`src/rtl/iir_coeff_loader.sv`:
```
// Coefficient loader for the notch chain: gathers config words into per-filter shadow
// banks, commits a complete bank during a sample gap and verifies the filter readback.
module iir_coeff_loader #(
   parameter int COEFF_WIDTH     = 20,
   parameter int NUM_COEFF_DEPTH = 3,
   parameter int DEN_COEFF_DEPTH = 2,
   parameter int COEFF_DEPTH     = NUM_COEFF_DEPTH + DEN_COEFF_DEPTH,
   parameter int IDX_WIDTH       = 3,
   parameter int GAP_TIMEOUT     = 64,
   parameter int VERIFY_LAT      = 1
) (
   input  logic                               clk,
   input  logic                               rst,
   input  logic                               cfg_valid,
   output logic                               cfg_ready,
   input  logic                               cfg_sel,
   input  logic [IDX_WIDTH-1:0]               cfg_idx,
   input  logic [COEFF_WIDTH-1:0]             cfg_data,
   input  logic                               cfg_last,
   input  logic                               sample_valid,
   output logic                               coeff_wr_en_1MHz,
   output logic [COEFF_WIDTH*COEFF_DEPTH-1:0] coeff_wdata_1MHz,
   input  logic [COEFF_WIDTH*COEFF_DEPTH-1:0] coeff_rdbk_1MHz,
   output logic                               coeff_wr_en_2_4MHz,
   output logic [COEFF_WIDTH*COEFF_DEPTH-1:0] coeff_wdata_2_4MHz,
   input  logic [COEFF_WIDTH*COEFF_DEPTH-1:0] coeff_rdbk_2_4MHz,
   output logic                               busy,
   output logic                               done,
   output logic [3:0]                         err,
   input  logic                               err_clr
);

   localparam int BANK_W = COEFF_WIDTH * COEFF_DEPTH;
   localparam int CNT_W  = $clog2(GAP_TIMEOUT + VERIFY_LAT + 1);
   localparam logic [IDX_WIDTH:0] IDX_LIMIT = (IDX_WIDTH+1)'(COEFF_DEPTH);

   typedef enum logic [1:0] {
      IDLE,
      WAIT_GAP,
      COMMIT,
      VERIFY
   } state_t;

   state_t                                       state_q, state_d;
   logic                                         target_q, target_d;
   logic [CNT_W-1:0]                             cnt_q, cnt_d;
   logic [1:0][COEFF_DEPTH-1:0][COEFF_WIDTH-1:0] shadow_q, shadow_d;
   logic [1:0][COEFF_DEPTH-1:0]                  mask_q, mask_d;
   logic                                         wr_en_1m_q, wr_en_1m_d;
   logic                                         wr_en_2m4_q, wr_en_2m4_d;
   logic                                         done_q, done_d;
   logic                                         busy_q, busy_d;
   logic                                         ready_q, ready_d;
   logic [3:0]                                   err_q, err_d;

   logic                                         accept;
   logic                                         idx_ok;
   logic [COEFF_DEPTH-1:0]                       sel_mask;
   logic [CNT_W-1:0]                             cnt_inc;
   logic [BANK_W-1:0]                            rdbk_sel;

   // ready_q resets to 1 so the loader accepts in the very first cycle after rst drops
   assign cfg_ready          = ready_q & ~rst;
   assign coeff_wr_en_1MHz   = wr_en_1m_q;
   assign coeff_wr_en_2_4MHz = wr_en_2m4_q;
   assign coeff_wdata_1MHz   = shadow_q[0];
   assign coeff_wdata_2_4MHz = shadow_q[1];
   assign busy               = busy_q;
   assign done               = done_q;
   assign err                = err_q;

   always_comb begin
      state_d  = state_q;
      target_d = target_q;
      cnt_d    = cnt_q;
      shadow_d = shadow_q;
      mask_d   = mask_q;
      done_d   = 1'b0;
      err_d    = err_clr ? '0 : err_q;
      accept   = cfg_valid && cfg_ready;
      idx_ok   = {1'b0, cfg_idx} < IDX_LIMIT;
      sel_mask = mask_q[cfg_sel];
      cnt_inc  = cnt_q + 1'b1;
      rdbk_sel = target_q ? coeff_rdbk_2_4MHz : coeff_rdbk_1MHz;

      case (state_q)
         IDLE: begin
            if (accept) begin
               if (idx_ok) begin
                  for (int unsigned i = 0; i < COEFF_DEPTH; i++) begin
                     if (cfg_idx == IDX_WIDTH'(i)) begin
                        shadow_d[cfg_sel][i] = cfg_data;
                        sel_mask[i]          = 1'b1;
                     end
                  end
                  mask_d[cfg_sel] = sel_mask;
                  if (cfg_last) begin
                     if (&sel_mask) begin
                        state_d  = WAIT_GAP;
                        target_d = cfg_sel;
                        cnt_d    = '0;
                     end else begin
                        err_d[1]        = 1'b1;
                        mask_d[cfg_sel] = '0;
                     end
                  end
               end else begin
                  err_d[0] = 1'b1;
               end
            end
         end
         WAIT_GAP: begin
            if (!sample_valid) begin
               state_d = COMMIT;
            end else if (cnt_inc == CNT_W'(GAP_TIMEOUT)) begin
               err_d[2]         = 1'b1;
               mask_d[target_q] = '0;
               state_d          = IDLE;
            end else begin
               cnt_d = cnt_inc;
            end
         end
         COMMIT: begin
            mask_d[target_q] = '0;
            state_d          = VERIFY;
            cnt_d            = '0;
         end
         VERIFY: begin
            if (cnt_q == CNT_W'(VERIFY_LAT - 1)) begin
               if (rdbk_sel != shadow_q[target_q]) begin
                  err_d[3] = 1'b1;
               end
               done_d  = 1'b1;
               state_d = IDLE;
            end else begin
               cnt_d = cnt_inc;
            end
         end
         default: state_d = IDLE;
      endcase

      // strobes are registered, so they are decoded from the state being entered
      wr_en_1m_d  = (state_d == COMMIT) && !target_d;
      wr_en_2m4_d = (state_d == COMMIT) && target_d;
      busy_d      = (state_d != IDLE);
      ready_d     = (state_d == IDLE);
   end

   always_ff @(posedge clk) begin
      if (rst) begin
         state_q     <= IDLE;
         target_q    <= 1'b0;
         cnt_q       <= '0;
         shadow_q    <= '0;
         mask_q      <= '0;
         wr_en_1m_q  <= 1'b0;
         wr_en_2m4_q <= 1'b0;
         done_q      <= 1'b0;
         busy_q      <= 1'b0;
         ready_q     <= 1'b1;
         err_q       <= '0;
      end else begin
         state_q     <= state_d;
         target_q    <= target_d;
         cnt_q       <= cnt_d;
         shadow_q    <= shadow_d;
         mask_q      <= mask_d;
         wr_en_1m_q  <= wr_en_1m_d;
         wr_en_2m4_q <= wr_en_2m4_d;
         done_q      <= done_d;
         busy_q      <= busy_d;
         ready_q     <= ready_d;
         err_q       <= err_d;
      end
   end

endmodule

```
`config.mk`:
```
export PLATFORM = sky130hd
export DESIGN_NAME = iir_coeff_loader
export DESIGN_NICKNAME = d
export VERILOG_FILES = /design/src/rtl/iir_coeff_loader.sv
export SDC_FILE = /design/constraint.sdc
export NUM_CORES = 1
export LEC_CHECK = 0
export CORE_AREA = 2 2 169 171
export CTS_CLUSTER_DIAMETER = 50
export DETAILED_ROUTE_END_ITERATION = 12
export DIE_AREA = 0 0 171 173
export GPL_ROUTABILITY_DRIVEN = 0
export PLACE_DENSITY = 0.73
export SYNTH_ARGS = -nofsm -noshare
export SYNTH_HDL_FRONTEND = slang
export SYNTH_SLANG_ARGS = --single-unit
```
`constraint.sdc`:
```
create_clock -name clk -period 5.35 [get_ports clk]
set_input_delay 1.605 -clock clk [delete_from_list [all_inputs] [get_ports clk]]
set_output_delay 1.605 -clock clk [all_outputs]
set_load 0.01 [all_outputs]
```
Word-level counts from Yosys, hierarchy flattened
Index checks and enable logic that the tools add are counted.
{"block": "totals", "reg_bits": 229, "latch_bits": 0, "ram_bits": 0, "rom_bits": 0, "in_bits": 230, "out_inout_bits": 209, "word_cells": 173, "memories": 0}
{"block": "classes", "addsub": 1, "mul": 0, "div_mod_pow": 0, "order_cmp": 5, "n_eq_ne": 18, "shifts": 0, "muxes": 104, "bitwise": 7, "reduce_logical": 17}
{"op": "200-bit two-way mux", "count": 17}
{"op": "200-bit bitwise mux", "count": 5}
{"op": "100-bit demux with 1-bit select", "count": 5}
{"op": "100-bit two-way mux", "count": 4}
{"op": "100-bit inequality test", "count": 1}
{"op": "80-bit two-way mux", "count": 1}
{"op": "10-bit two-way mux", "count": 6}
{"op": "60-bit two-way mux", "count": 1}
{"op": "7-bit two-way mux", "count": 7}
{"op": "40-bit two-way mux", "count": 1}
{"op": "1-bit two-way mux", "count": 36}
{"op": "10-bit one-hot mux with 3 select lines", "count": 1}
{"op": "7-bit one-hot mux with 4 select lines", "count": 1}
{"op": "10-bit AND", "count": 2}
{"op": "20-bit two-way mux", "count": 1}
{"op": "5-bit two-way mux", "count": 4}
{"op": "10-bit NOT", "count": 2}
{"op": "2-bit two-way mux", "count": 9}
{"op": "2-bit inequality test (second input constant)", "count": 8}
{"op": "10-bit bitwise mux", "count": 1}
{"op": "5-bit demux with 1-bit select", "count": 2}
{"op": "5-bit AND reduction", "count": 2}
{"op": "2-bit one-hot mux with 4 select lines", "count": 1}
{"op": "7-bit by 1-bit adder with 7-bit output (second input constant)", "count": 1}
{"op": "22 further kinds", "count": 33}

Longest topological paths before layout
{"block": "logic_depth", "word_depth": 26, "mapped_depth": 9, "depth_no_buf": 7}

Least setup slack after synthesis
No wires, ideal clock.
{"block": "synth_timing", "path_type": "input -> output", "startpoint": "in rst", "endpoint": "out cfg_ready", "arrival_time_ns": 2.194, "required_time_ns": 3.745, "slack_ns": 1.551, "cell_stages": 3, "path_buffers": 2, "path_cell_list": "clkbuf_1 > clkbuf_1 > nor2b_1"}
{"block": "synth_between", "elab_chain_cells": 2}
{"element": "from (decl)", "line_no": "13", "text": "input logic rst,"}
{"element": "1-bit NOT", "line_no": "63", "text": "assign cfg_ready = ready_q & ~rst;"}
{"element": "1-bit AND", "line_no": "63"}
{"element": "to (decl)", "line_no": "15", "text": "output logic cfg_ready,"}
Every way passes these cells.

Worst setup path in the final report
Same ends and word-level chain as after synthesis.

==> results by group <==
Critical path
  • Setup crit end kind: output port
  • R2R depth: 7
  • CP max stage delay: 0.54 ns
  • Startpoint Class: input pin
  • Critical Path RT: 3.74 ns
  • CP Cell Sequence: buf_6 > nor2b_1 > clkdlybuf4s50_1
  • Worst Setup SP: rst
  • Crit-path max FO: 27
  • Critical path type: in -> out
  • End of the critical path: cfg_ready
  • Worst r2r src: state_q[0]
  • CP Data Arrival Time: 2.42 ns
  • Critical path's slowest cell: clkdlybuf4s50_1
  • Critical register-to-register path endpoint: coeff_wdata_1MHz[18]
  • Reg2Reg Setup Slack: 2.99 ns

Floorplan
  • Chip Width: 171 µm
  • Cell Rows: between 60 and 70
  • # IOs: 439
  • Starting Density: approximately 39%
  • Die area: roughly 0.03 mm²
  • Core area: 0.0276 mm²
  • Die Ht: 173 µm

Finish
  • Most common cell after layout, fill and taps aside: clkdlybuf4s50_1
  • FILL cells: 2,467
  • Synth-to-Final Area Change: 51.6%
  • Final Non-Filler Cells: 2,051
  • Ratio of cells with drive above 1 in the final layout: 4.55%
  • Most frequent cells in the layout: 437 x clkdlybuf4s50_1, 229 x dfxtp_1, 215 x nand2_1, 182 x xnor2_1, 124 x nor2_1
  • Nets: 1,887

Routing
  • Vias per std cell: 5.14
  • Total number of vias: 10,500
  • Drt first pass iters: 5
  • Final wirelength: between 40 and 50 mm
  • WL/cell: between 20 and 25 µm
  • Starting DRT DRC Count: 818
  • Post-route ant nets: 0
  • DRC: 0

Power and ir drop
  • Sw power: 1.05 mW
  • Lkg Pwr: 5.31 nW
  • Worst VDD drop: 0.183 mV
  • Pwr dens: 258 mW/mm²
  • Internal Power: 3.18 mW
  • Sw frac: 24.8%
  • Comb pwr share: 14.0%
  • Share of total power in the clock network: 44.3%
  • Sequential cell fraction of total power: between 40% and 50%

Clock network
  • Post-CTS setup buffers: 0
  • Clk sinks: 229
  • Post_cts resized: 0
  • CTS root buf: clkbuf_16
  • Hold buffer count at cts: 0
  • Clock Latency Late Sink: 0.52 ns
  • Clock slew at reported path FFs: 0.06 ns
  • TritonCTS Buffers: 27
  • H-tree depth: 1
  • Clk buf depth: 3
  • CTS tree: built

GRT
  • First-pass GRT wire length: roughly 63 mm
  • Initial antenna violation count: 3
  • Pin count of the biggest net entering global routing: 103
  • Vias in the first global route: 10,200
  • Grt total ovfl: 0
  • Tot GR Track Use: roughly 28%

Yosys
  • Async S/R FF share, synth: 0%
  • Mapped Avg Cell Area: 8.61 µm²
  • Netlist cell types: 56
  • Warnings from Yosys: 0
  • Yosys reg bits: 229
  • Most used DFF post-synth: dfxtp_1
  • Post-Syn Instances: 1,254
  • EDFF count, synth: 0
  • Synth Cell Area: approximately 0.011 mm²
  • Seq/Total Area, Yosys: 42.5%
  • Post-synth net total: 1,490

STA
  • RSZ-0062 raised after global routing: false
  • Final period util: 75.2%
  • Min Tclk post-route: 4.03 ns
  • Final Setup Violations: 0
  • Relative slew slack: 29.2%
  • Setup TNS: 0 ns
  • Skew final: 0.00975 ns
  • Slew Limit Fails: 0
  • Hold Vio Cnt, Final: 0
  • Slew at the pin with the worst max-slew slack: 1.06 ns
  • Max Fclk: ~250 MHz

Worst hold path
  • Hold path start: err[1]
  • Worst min path class: reg -> reg

Placement
  • Dpl cells: approximately 2,000
  • Port Buffers: 438
  • Dpl hpwl: 32.2 mm

Run status
  • Outcome: complete, no violations

Job
  • Max cap viols: 0
## worst max-delay path, delay by kind of cell
kind | cells | cell delay, ns
simple gates | 1 | 0.12
buf+inv | 2 | 0.70
## stage by stage
stage | instance area, µm² | power (mW) | hold slack, ns | setup slack, ns | util, %
2_1_floorplan | 10800 | 2.07 | 0.432 | 1.55 | -
3_3_place_gp | 15400 | 2.38 | 0.451 | 0.989 | 55.9
3_5_place_dp | 15400 | 2.39 | 0.454 | 0.919 | 55.9
4_1_cts | 16400 | 4.25 | 0.464 | 1.33 | 59.2
5_1_grt | 16400 | 4.36 | 0.479 | 1.17 | 59.2
6_report | 16400 | 4.23 | 0.460 | 1.32 | 59.2
## metal layers
metal | share of wire [%] | GRT usage, % | vias to the layer above
li1 | - | - | 5005
met1 | 41 | 35.7 | 4997
met2 | 49 | 48.0 | 462
met3 | 7.9 | 6.32 | 76
met4 | 2.8 | 7.98 | 4
met5 | 0.060 | 0 | -
## cell families (layout without fill, tap and decap cells)
kind of cell,after synthesis,count (layout),share of synthesized area (%)
mux,109,109,10.1
xor+xnor,200,200,16.2
compound gates,153,153,8.28
buf+inv,99,517,3.56
simple gates,458,458,18.6
flops,229,229,42.5
fa+ha+maj,6,6,0.696
other cells,0,1,0
## flip-flops by register name (all words and copies together) (netlist names)
| signal | count |
|---|---|
| cnt_q | 7 |
| done | 1 |
| busy | 1 |
| coeff_wr_en_1MHz | 1 |
| state_q | 2 |
| coeff_wdata_1MHz | 100 |
| ready_q | 1 |
| coeff_wdata_2_4MHz | 100 |
| coeff_wr_en_2_4MHz | 1 |
| target_q | 1 |
| mask_q | 10 |
| err | 4 |
## synth_stat cells, drive strengths merged (3+ instances only)
| cell | instances | area share [%] |
|---|---|---|
| nor3 | 10 | 0.46 |
| o31ai | 4 | 0.28 |
| xor2 | 18 | 1.5 |
| nor2 | 129 | 4.5 |
| xnor2 | 182 | 15 |
| nor3b | 4 | 0.28 |
| o2bb2ai | 5 | 0.41 |
| or4 | 3 | 0.21 |
| nand3 | 17 | 0.79 |
| nor4 | 12 | 0.70 |
| o21ai | 4 | 0.19 |
| o32ai | 3 | 0.24 |
| mux2i | 108 | 10 |
| a22o | 3 | 0.24 |
| nand4 | 46 | 2.7 |
| clkbuf | 67 | 2.3 |
| a21oi | 112 | 5.2 |
| dfxtp | 229 | 42 |
| or3b | 4 | 0.32 |
| and3 | 3 | 0.17 |
| ha | 6 | 0.70 |
| nand2 | 215 | 7.5 |
| inv | 17 | 0.59 |
| buf | 15 | 0.64 |
## worst min-delay path by stage
| stage | to | slack [ns] | cells past startpoint |
|---|---|---|---|
| final | err[1] | 0.46 | 2 |
| after global routing | mask_q[3] | 0.48 | 1 |
| after global placement | mask_q[5] | 0.45 | 1 |
| after detailed placement | mask_q[3] | 0.45 | 1 |
| after floorplan | mask_q[3] | 0.43 | 1 |
| after CTS | err[1] | 0.46 | 2 |
## power by group through the flow
stage | Sequential [mW] | Combinational (mW) | Clock [mW]
2_1_floorplan | 1.80 | 0.269 | 0
3_3_place_gp | 1.80 | 0.581 | 0
3_5_place_dp | 1.80 | 0.588 | 0
4_1_cts | 1.76 | 0.591 | 1.90
5_1_grt | 1.76 | 0.633 | 1.97
6_report | 1.76 | 0.593 | 1.87
## area by class of cell
class | instances | area (µm²) | area share (%)
Timing Repair Buffer | 450 | 4480 | 27.4
Clock buffer | 38 | 797 | 4.87
Clock inverter | 12 | 130 | 0.795
Multi-Input combinational cell | 926 | 5840 | 35.7
Inverter | 17 | 63.8 | 0.390
Tap cell | 378 | 473 | 2.89
Antenna cell | 1 | 2.50 | 0.0153
Sequential cell | 229 | 4580 | 28.0
Note: power is estimated with default switching activity, not from simulation.
